`config.mk`:
```
export PLATFORM = sky130hd
export DESIGN_NAME = sp_ram_be
export DESIGN_NICKNAME = d
export VERILOG_FILES = /design/src/rtl/sp_ram_be.sv
export SDC_FILE = /design/constraint.sdc
export NUM_CORES = 1
export LEC_CHECK = 0
export BUFFER_PORTS_ARGS = -buffer_cell sky130_fd_sc_hd__buf_2
export CAP_MARGIN = 20
export CORE_MARGIN = 1
export CORE_UTILIZATION = 23
export CTS_BUF_LIST = sky130_fd_sc_hd__clkbuf_4
export CTS_CLUSTER_SIZE = 8
export DETAILED_ROUTE_END_ITERATION = 12
export GPL_TIMING_DRIVEN = 0
export HOLD_SLACK_MARGIN = 0.06
export PLACE_DENSITY = 0.5
export RECOVER_POWER = 50
export SLEW_MARGIN = 40
export SYNTH_ARGS = -nofsm -noshare
export SYNTH_HDL_FRONTEND = slang
export SYNTH_SLANG_ARGS = --single-unit
```
`constraint.sdc`:
```
create_clock -name clk -period 2.2 [get_ports clk]
set_input_delay 0.44 -clock clk [delete_from_list [all_inputs] [get_ports clk]]
set_output_delay 0.44 -clock clk [all_outputs]
set_load 0.02 [all_outputs]
```
`src/rtl/sp_ram_be.sv`:
```
// sp_ram_be: single-port synchronous RAM with per-byte write enables,
// selectable read-during-write behaviour, optional output register and a
// clear sequencer that zeroes every word after each reset.

// One byte lane of storage: DEPTH x 8 bits, synchronous write, asynchronous
// read that the top level captures into its output register.
module sp_ram_be_lane #(
  parameter int ADDR_WIDTH = 4
) (
  input  logic                  clk,
  input  logic                  wr,
  input  logic [ADDR_WIDTH-1:0] addr,
  input  logic [7:0]            wdata,
  output logic [7:0]            rdata
);

  localparam int DEPTH = 1 << ADDR_WIDTH;

  logic [7:0] mem [DEPTH];

  // Byte write; contents are not reset, the clear sequencer zeroes them.
  always_ff @(posedge clk) begin
    if (wr) mem[addr] <= wdata;
  end

  // Pre-write contents; the top level merges and registers this.
  assign rdata = mem[addr];

endmodule

module sp_ram_be #(
  parameter int DATA_WIDTH = 32,
  parameter int ADDR_WIDTH = 4,
  parameter int WRITE_MODE = 0,  // 0 read-first, 1 write-first, 2 no-change
  parameter int OUT_REG    = 0   // 1 adds a second output register
) (
  input  logic                    clk,
  input  logic                    rst_n,
  input  logic                    en,
  input  logic                    we,
  input  logic [DATA_WIDTH/8-1:0] be,
  input  logic [ADDR_WIDTH-1:0]   addr,
  input  logic [DATA_WIDTH-1:0]   din,
  output logic [DATA_WIDTH-1:0]   dout,
  output logic                    dout_valid,
  output logic                    init_busy
);

  localparam int NB     = DATA_WIDTH / 8;
  localparam int STAGES = (OUT_REG != 0) ? 1 : 0;

  typedef enum logic {ST_INIT, ST_READY} state_t;

  typedef struct packed {
    logic                  en;
    logic                  we;
    logic [NB-1:0]         be;
    logic [ADDR_WIDTH-1:0] addr;
    logic [DATA_WIDTH-1:0] din;
  } req_t;

  state_t                  state_q, state_d;
  logic [ADDR_WIDTH-1:0]   cnt_q, cnt_d;
  logic                    init_wr;

  req_t                    req;
  logic                    acc;
  logic                    wr_hit;

  logic [ADDR_WIDTH-1:0]   mem_addr;
  logic [NB-1:0]           lane_wr;
  logic [NB-1:0][7:0]      lane_wdata;
  logic [NB-1:0][7:0]      lane_rdata;
  logic [NB-1:0][7:0]      merged;

  logic                    rd_vld;
  logic [DATA_WIDTH-1:0]   rd_dat;
  logic [STAGES:0]                  vld_pipe;
  logic [STAGES:0][DATA_WIDTH-1:0]  dat_pipe;

  assign req.en   = en;
  assign req.we   = we;
  assign req.be   = be;
  assign req.addr = addr;
  assign req.din  = din;

  // FSM state and clear counter.
  always_ff @(posedge clk or negedge rst_n) begin
    if (!rst_n) begin
      state_q <= ST_INIT;
      cnt_q   <= '0;
    end else begin
      state_q <= state_d;
      cnt_q   <= cnt_d;
    end
  end

  // Next state: INIT zeroes one word per clock and exits after the last.
  always_comb begin
    state_d = state_q;
    cnt_d   = cnt_q;
    init_wr = 1'b0;
    case (state_q)
      ST_INIT: begin
        init_wr = 1'b1;
        cnt_d   = cnt_q + 1'b1;
        if (cnt_q == {ADDR_WIDTH{1'b1}}) state_d = ST_READY;
      end
      default: ;
    endcase
  end

  assign init_busy = (state_q == ST_INIT);

  // Only READY accepts accesses; a write with no byte enabled acts as a read.
  assign acc    = (state_q == ST_READY) && req.en;
  assign wr_hit = acc && req.we && (|req.be);

  // Lane controls: the sequencer owns the array while clearing.
  always_comb begin
    mem_addr = init_wr ? cnt_q : req.addr;
    for (int i = 0; i < NB; i++) begin
      lane_wr[i]    = init_wr | (wr_hit & req.be[i]);
      lane_wdata[i] = init_wr ? 8'h00 : req.din[8*i +: 8];
      merged[i]     = req.be[i] ? req.din[8*i +: 8] : lane_rdata[i];
    end
  end

  sp_ram_be_lane #(.ADDR_WIDTH(ADDR_WIDTH)) u_lane [NB-1:0] (
    .clk   (clk),
    .wr    (lane_wr),
    .addr  (mem_addr),
    .wdata (lane_wdata),
    .rdata (lane_rdata)
  );

  // Read-data selection by read-during-write mode.
  always_comb begin
    rd_vld = 1'b0;
    rd_dat = lane_rdata;
    if (acc) begin
      if (!wr_hit) begin
        rd_vld = 1'b1;
      end else if (WRITE_MODE == 1) begin
        rd_vld = 1'b1;
        rd_dat = merged;
      end else if (WRITE_MODE != 2) begin
        rd_vld = 1'b1;
      end
    end
  end

  // Output pipeline: data only advances with its valid, so dout holds.
  always_ff @(posedge clk or negedge rst_n) begin
    if (!rst_n) begin
      vld_pipe <= '0;
      dat_pipe <= '0;
    end else begin
      vld_pipe[0] <= rd_vld;
      if (rd_vld) dat_pipe[0] <= rd_dat;
      for (int k = 1; k <= STAGES; k++) begin
        vld_pipe[k] <= vld_pipe[k-1];
        if (vld_pipe[k-1]) dat_pipe[k] <= dat_pipe[k-1];
      end
    end
  end

  assign dout       = dat_pipe[STAGES];
  assign dout_valid = vld_pipe[STAGES];

endmodule

```
Word level (Yosys, flattened, before mapping)
Memory sizes are Yosys's and may differ from the RTL's. A register that Yosys moved wholly into a read port is not among the register bits.
Cells that the tools add are included.

cells by class
  add/sub/neg operators = 1
  multipliers = 0
  div/mod/pow operators = 0
  $lt $le $gt $ge = 0
  equality and inequality tests = 1
  shift-type cells = 0
  multiplexer cells = 17
  bitwise logic cells = 9
  reductions and logical operators = 8

operator list
  cell                                          number
  two-way mux 8 bit                             4
  two-way mux 1 bit                             12
  adder 4 x 1 -> 4 bit (second input constant)  1
  bitwise AND 1 bit                             4
  == test 4 bit (second input constant)         1
  zero test 1 bit                               4
  two-way mux 4 bit                             1
  OR 1 bit                                      4
  OR reduction 4 bit                            1
  logical AND 1 bit                             3
  NOT 1 bit                                     1

word-level totals
  register bits after elaboration = 6
  latch bits = 0
  RAM bits = 512
  ROM bits = 0
  input port bits = 44
  output and inout bits = 34
  logic and storage cells = 43
  memories = 4

memories
  name           words  width  rd ports  clocked after Yosys merged registers in  write ports  RTL line  source
  u_lane[0].mem  16     8      1         1                                        1            19        logic [7:0] mem [DEPTH];
  u_lane[1].mem  16     8      1         1                                        1            19
  u_lane[2].mem  16     8      1         1                                        1            19
  u_lane[3].mem  16     8      1         1                                        1            19

Depth between registers and ports, before layout
  depth after elaboration = 7
  gate-level depth with buffers = 9
  depth with buffers taken out = 5

Modules after synthesis
A second synthesis with hierarchy kept.

second synthesis, totals
  cell total of the unflattened synthesis = 1022
  area, all modules = 21479.4 µm²

by module, submodules not included
  module          instances  cells an instance  area each (µm²)  sequential area each (µm²)
  sp_ram_be_lane  4          222                4907.2           3843.7
  sp_ram_be       1          134                1850.5           950.9

Worst setup path after synthesis
No wires, ideal clock.

  kind = input port to flip-flop
  start = input port addr[0]
  end = memory u_lane[1].mem[8][0], enable pin
  setup time = 0.383 ns
  data arrival time = 2.068 ns
  required time = 1.817 ns
  setup slack = -0.251 ns
  stages = 7
  path buffers = 4
  cells stage by stage = nor3b_2 buf_4 clkbuf_2 buf_2 nor2_2 buf_2 nor3_1

on the way
  longest elaborated chain between the ends = 1

RTL lines
  item               RTL line  source
  from (decl)        42        input logic [ADDR_WIDTH-1:0] addr,
  two-way mux 4 bit  121       mem_addr = init_wr ? cnt_q : req.addr;
  to (decl)          19

Every way passes these cells.

Worst setup path after layout
  start = register state_q
  end = memory u_lane[0].mem[10][0], enable pin

on the way
  longest elaborated chain between the ends = 7
  elaborated cells on any way between the ends = 9
  those cells by class = 4 x mux; 2 x bitwise; 3 x reduce/logical

RTL lines
  item                                     RTL line  source
  from (decl)                              62        state_t state_q, state_d;
  from (signal assigned)                   93        state_q <= state_d;
  logical AND 1 bit                        116       assign acc = (state_q == ST_READY) && req.en;
  logical AND 1 bit (2 in a row)           117       assign wr_hit = acc && req.we && (|req.be);
  bitwise AND 1 bit                        123       lane_wr[i] = init_wr | (wr_hit & req.be[i]);
  OR 1 bit                                 123
  two-way mux 1 bit                        23        if (wr) mem[addr] <= wdata;
  two-way mux 1 bit (not written as such)  23
  to (decl)                                19

Several ways; a longest one is shown, not always the timed one.

==> results.ini <==
[power_and_ir_drop]
ir_worst_vdd_mv=0.409
p_int_mw=17.1
comb_power_share_pct=7.8
p_sw_share_pct=25.3
switchingPower_mw=5.80
power_frac_seq_pct=50.6
leakagePower_nw=9.78
pwr-share-clk_pct=41.5
powerDensity_nw_per_um2=771

[route]
routed_wl_mm=91.8
drc=0
vias=17700
drtIter0Drc=2698
wl_per_cell_um=27.6
viasPerCell=5.32
ant_nets=0
firstDrtPassIters=7

[clock_network]
clk_pin_slew_ns=0.07
clk-insertion-delay-late_ns=1.03
ctsLongestPathBuffers=3
root_buffer=clkbuf_4
clock-sinks=550
cts_buffers=152
cts_tree=built
cts.htree.levels=4

[synthesis]
synth_top_area_share_pct=69.3
post_synth_instance_area_um2=22200
synthArstFlopShare_pct=6.91
ys_ff_latch=550
yosys_warnings=0
synth_flop_cell=edfxtp_1
synth_edf_count=512
yosysUniqueCellTypes=36
yosys.area.top_type=edfxtp_1
seq_area_frac_synth_pct=73.6
ys_top_cells_by_area=edfxtp_1, o21ai_0, dfrtp_1
yosysMostFrequentCell=edfxtp_1
synth_cells=1560
synthTopCellsByCount=edfxtp_1, o21ai_0, clkbuf_1, nor3_1, a41oi_1
avgSynthCellArea_um2=14.2
syn_nets=1605

[place]
place_inst=2948
io_buffer_count=77
place.gp.congestion=0.896
dp_slack_ns=-1.47
dpl.hpwl_mm=61.1

[timing]
slew_viol_final=0
slew-limit-headroom_pct=36.3
setup_viol=718
fin_worst_skew_ns=0.0636
achievable-frequency_ghz=0.401
layout_setup_ws_ns=-0.296
finalCritPeriodShare_pct=113
min_period_ns=2.50
finalHoldViolCount=0
worstMarginPinSlew_ns=0.956
rsz0062_at_grt=true

[floorplanning]
die_x_um=313
dieArea_um2=97700
start_util_pct=23.3
core-area_um2=95300
io_pins=78
rows=113
die_y_um=313

[setup_path]
arrival_ns=3.19
cp_max_fo=7
worst-path-buf-inv=6
crit_family=buffers and inverters
cp.required_ns=2.89
rrSetupSlack_ns=-0.30
crit_type=reg -> reg
endpoint_kind=flip-flop
cp_slowest_stage_delay_ns=0.46
crit_slowest_cell=dfrtp_1
crit_top_cell=buf_12
worstPathCellList=buf_6 -> and3b_4 -> buf_12 -> buf_12 -> buf_12 -> nor2_4 -> buf_12 -> nor3_4 -> buf_6
cp-start-kind=flip-flop

[cells_and_area]
area_delta_synth_final_pct=33.8
layout-drive-gt1-share_pct=36.8
fin_cells=3327
final_nets=1982

[outcome]
violations=setup timing
run_status=finished with violations

[global_route]
grt_max_degree=21
grt_pass1_vias=17000
gr-total-overflow=0
grt_pass1_wl_mm=125
antenna_found_initial=6
grt_use_total_pct=18.2

[worst_hold_path]
hold_path_class=in -> reg

[run]
maxCapViolCount=0

==> placed cells by master (no fill, tap or decap), drive strengths merged, types with 3 or more instances in the layout <==
master,count
and3b,3
dfrtp,38
o221ai,14
nand2,3
and4,28
clkinv,36
a21oi,5
xnor2,3
edfxtp,512
o21ai,512
a41oi,64
inv,5
bufinv,3
nor3,66
o32a,15
and2,34
nor2,23
nor3b,22
a31oi,20
buf,287
diode,9
a41o,36
dlygate4sd3,5
clkbuf,311
==> worst paths after layout <==
kind,start,end,depth (start not counted)
worst max-delay path,state_q$_DFF_PN0_,u_lane[0].mem[10][0]$_DFFE_PP_,9
worst min-delay path,din[9],u_lane[1].mem[15][1]$_DFFE_PP_,2
worst max register to register,state_q$_DFF_PN0_,u_lane[0].mem[10][0]$_DFFE_PP_,9
worst min register to register,dout[1]$_DFFE_PN0N_,dout[1]$_DFFE_PN0N_,1
max in group asynchronous,rst_n,dout[1]$_DFFE_PN0N_,4
min in group asynchronous,rst_n,dout[31]$_DFFE_PN0N_,3
==> sequential cells by signal, indices dropped and copies added, names as in the netlist <==
name and cells:
dout_valid 1, cnt_q 4, dout 32, state_q 1, u_lane.mem 512
==> power groups by stage <==
stage,Clock (mW),Sequential [mW],Combinational (mW)
after global routing,10.2,11.6,1.86
final,9.51,11.6,1.79
after global placement,0,11.8,1.38
after CTS,9.61,11.6,1.65
after floorplan,0,11.9,0.607
after detailed placement,0,11.8,1.45
==> metal layers <==
metal	wire, um	up-vias	share of wire, %	track usage (%)
met4	4610	4	5.0	8.95
met5	28	-	0.030	0
li1	-	7146	-	-
met2	40600	1342	44	27.2
met1	36100	8917	39	24.3
met3	10500	279	11	5.02
==> cells by family (layout without fill, tap and decap cells) <==
family | after synthesis | count (layout) | share of synthesized area [%]
compound gates | 666 | 666 | 17.6
flops | 550 | 550 | 73.6
simple gates | 183 | 183 | 5.14
buf+inv | 156 | 649 | 3.39
xor+xnor | 3 | 3 | 0.118
fa+ha+maj | 1 | 1 | 0.0564
mux | 1 | 1 | 0.0508
other cells | 0 | 9 | 0
==> through the flow <==
stage | hold WS [ns] | total power [mW] | cell area [um^2] | TNS, ns | util (%)
finish | 0.0650 | 22.9 | 29700 | -87.86 | 31.2
global route | 0.0530 | 23.6 | 29700 | -103.70 | 31.1
CTS | 0.0642 | 22.9 | 28600 | -72.15 | 30.1
detailed placement | 0.488 | 13.3 | 24900 | -495.39 | 26.1
global placement | 0.486 | 13.2 | 24300 | -705.51 | 25.5
floorplan | 0.144 | 12.5 | 22300 | -42.38 | -
==> timing repair <==
action | in CTS | in global routing
pin swaps | 52 | 48
gates resized for setup | 247 | 293
hold buffers | 6 | 0
setup buffers | 53 | 35
setup endpoints to repair | 871 | 872
gates cloned | 2 | 5
hold endpoints to repair | 48 | 0
==> cell type report <==
type | instances | area, um^2
Multi-Input combinational cell | 854 | 6380
Buffer | 153 | 1370
Fill cell | 9508 | 65600
Sequential cell | 550 | 16300
Clock inverter | 43 | 248
Timing Repair Buffer | 224 | 2030
Clock buffer | 227 | 1700
Tap cell | 1265 | 1580
Antenna cell | 9 | 22.5
Inverter | 2 | 15.0
No activity file was read; power rests on OpenSTA's default activity.
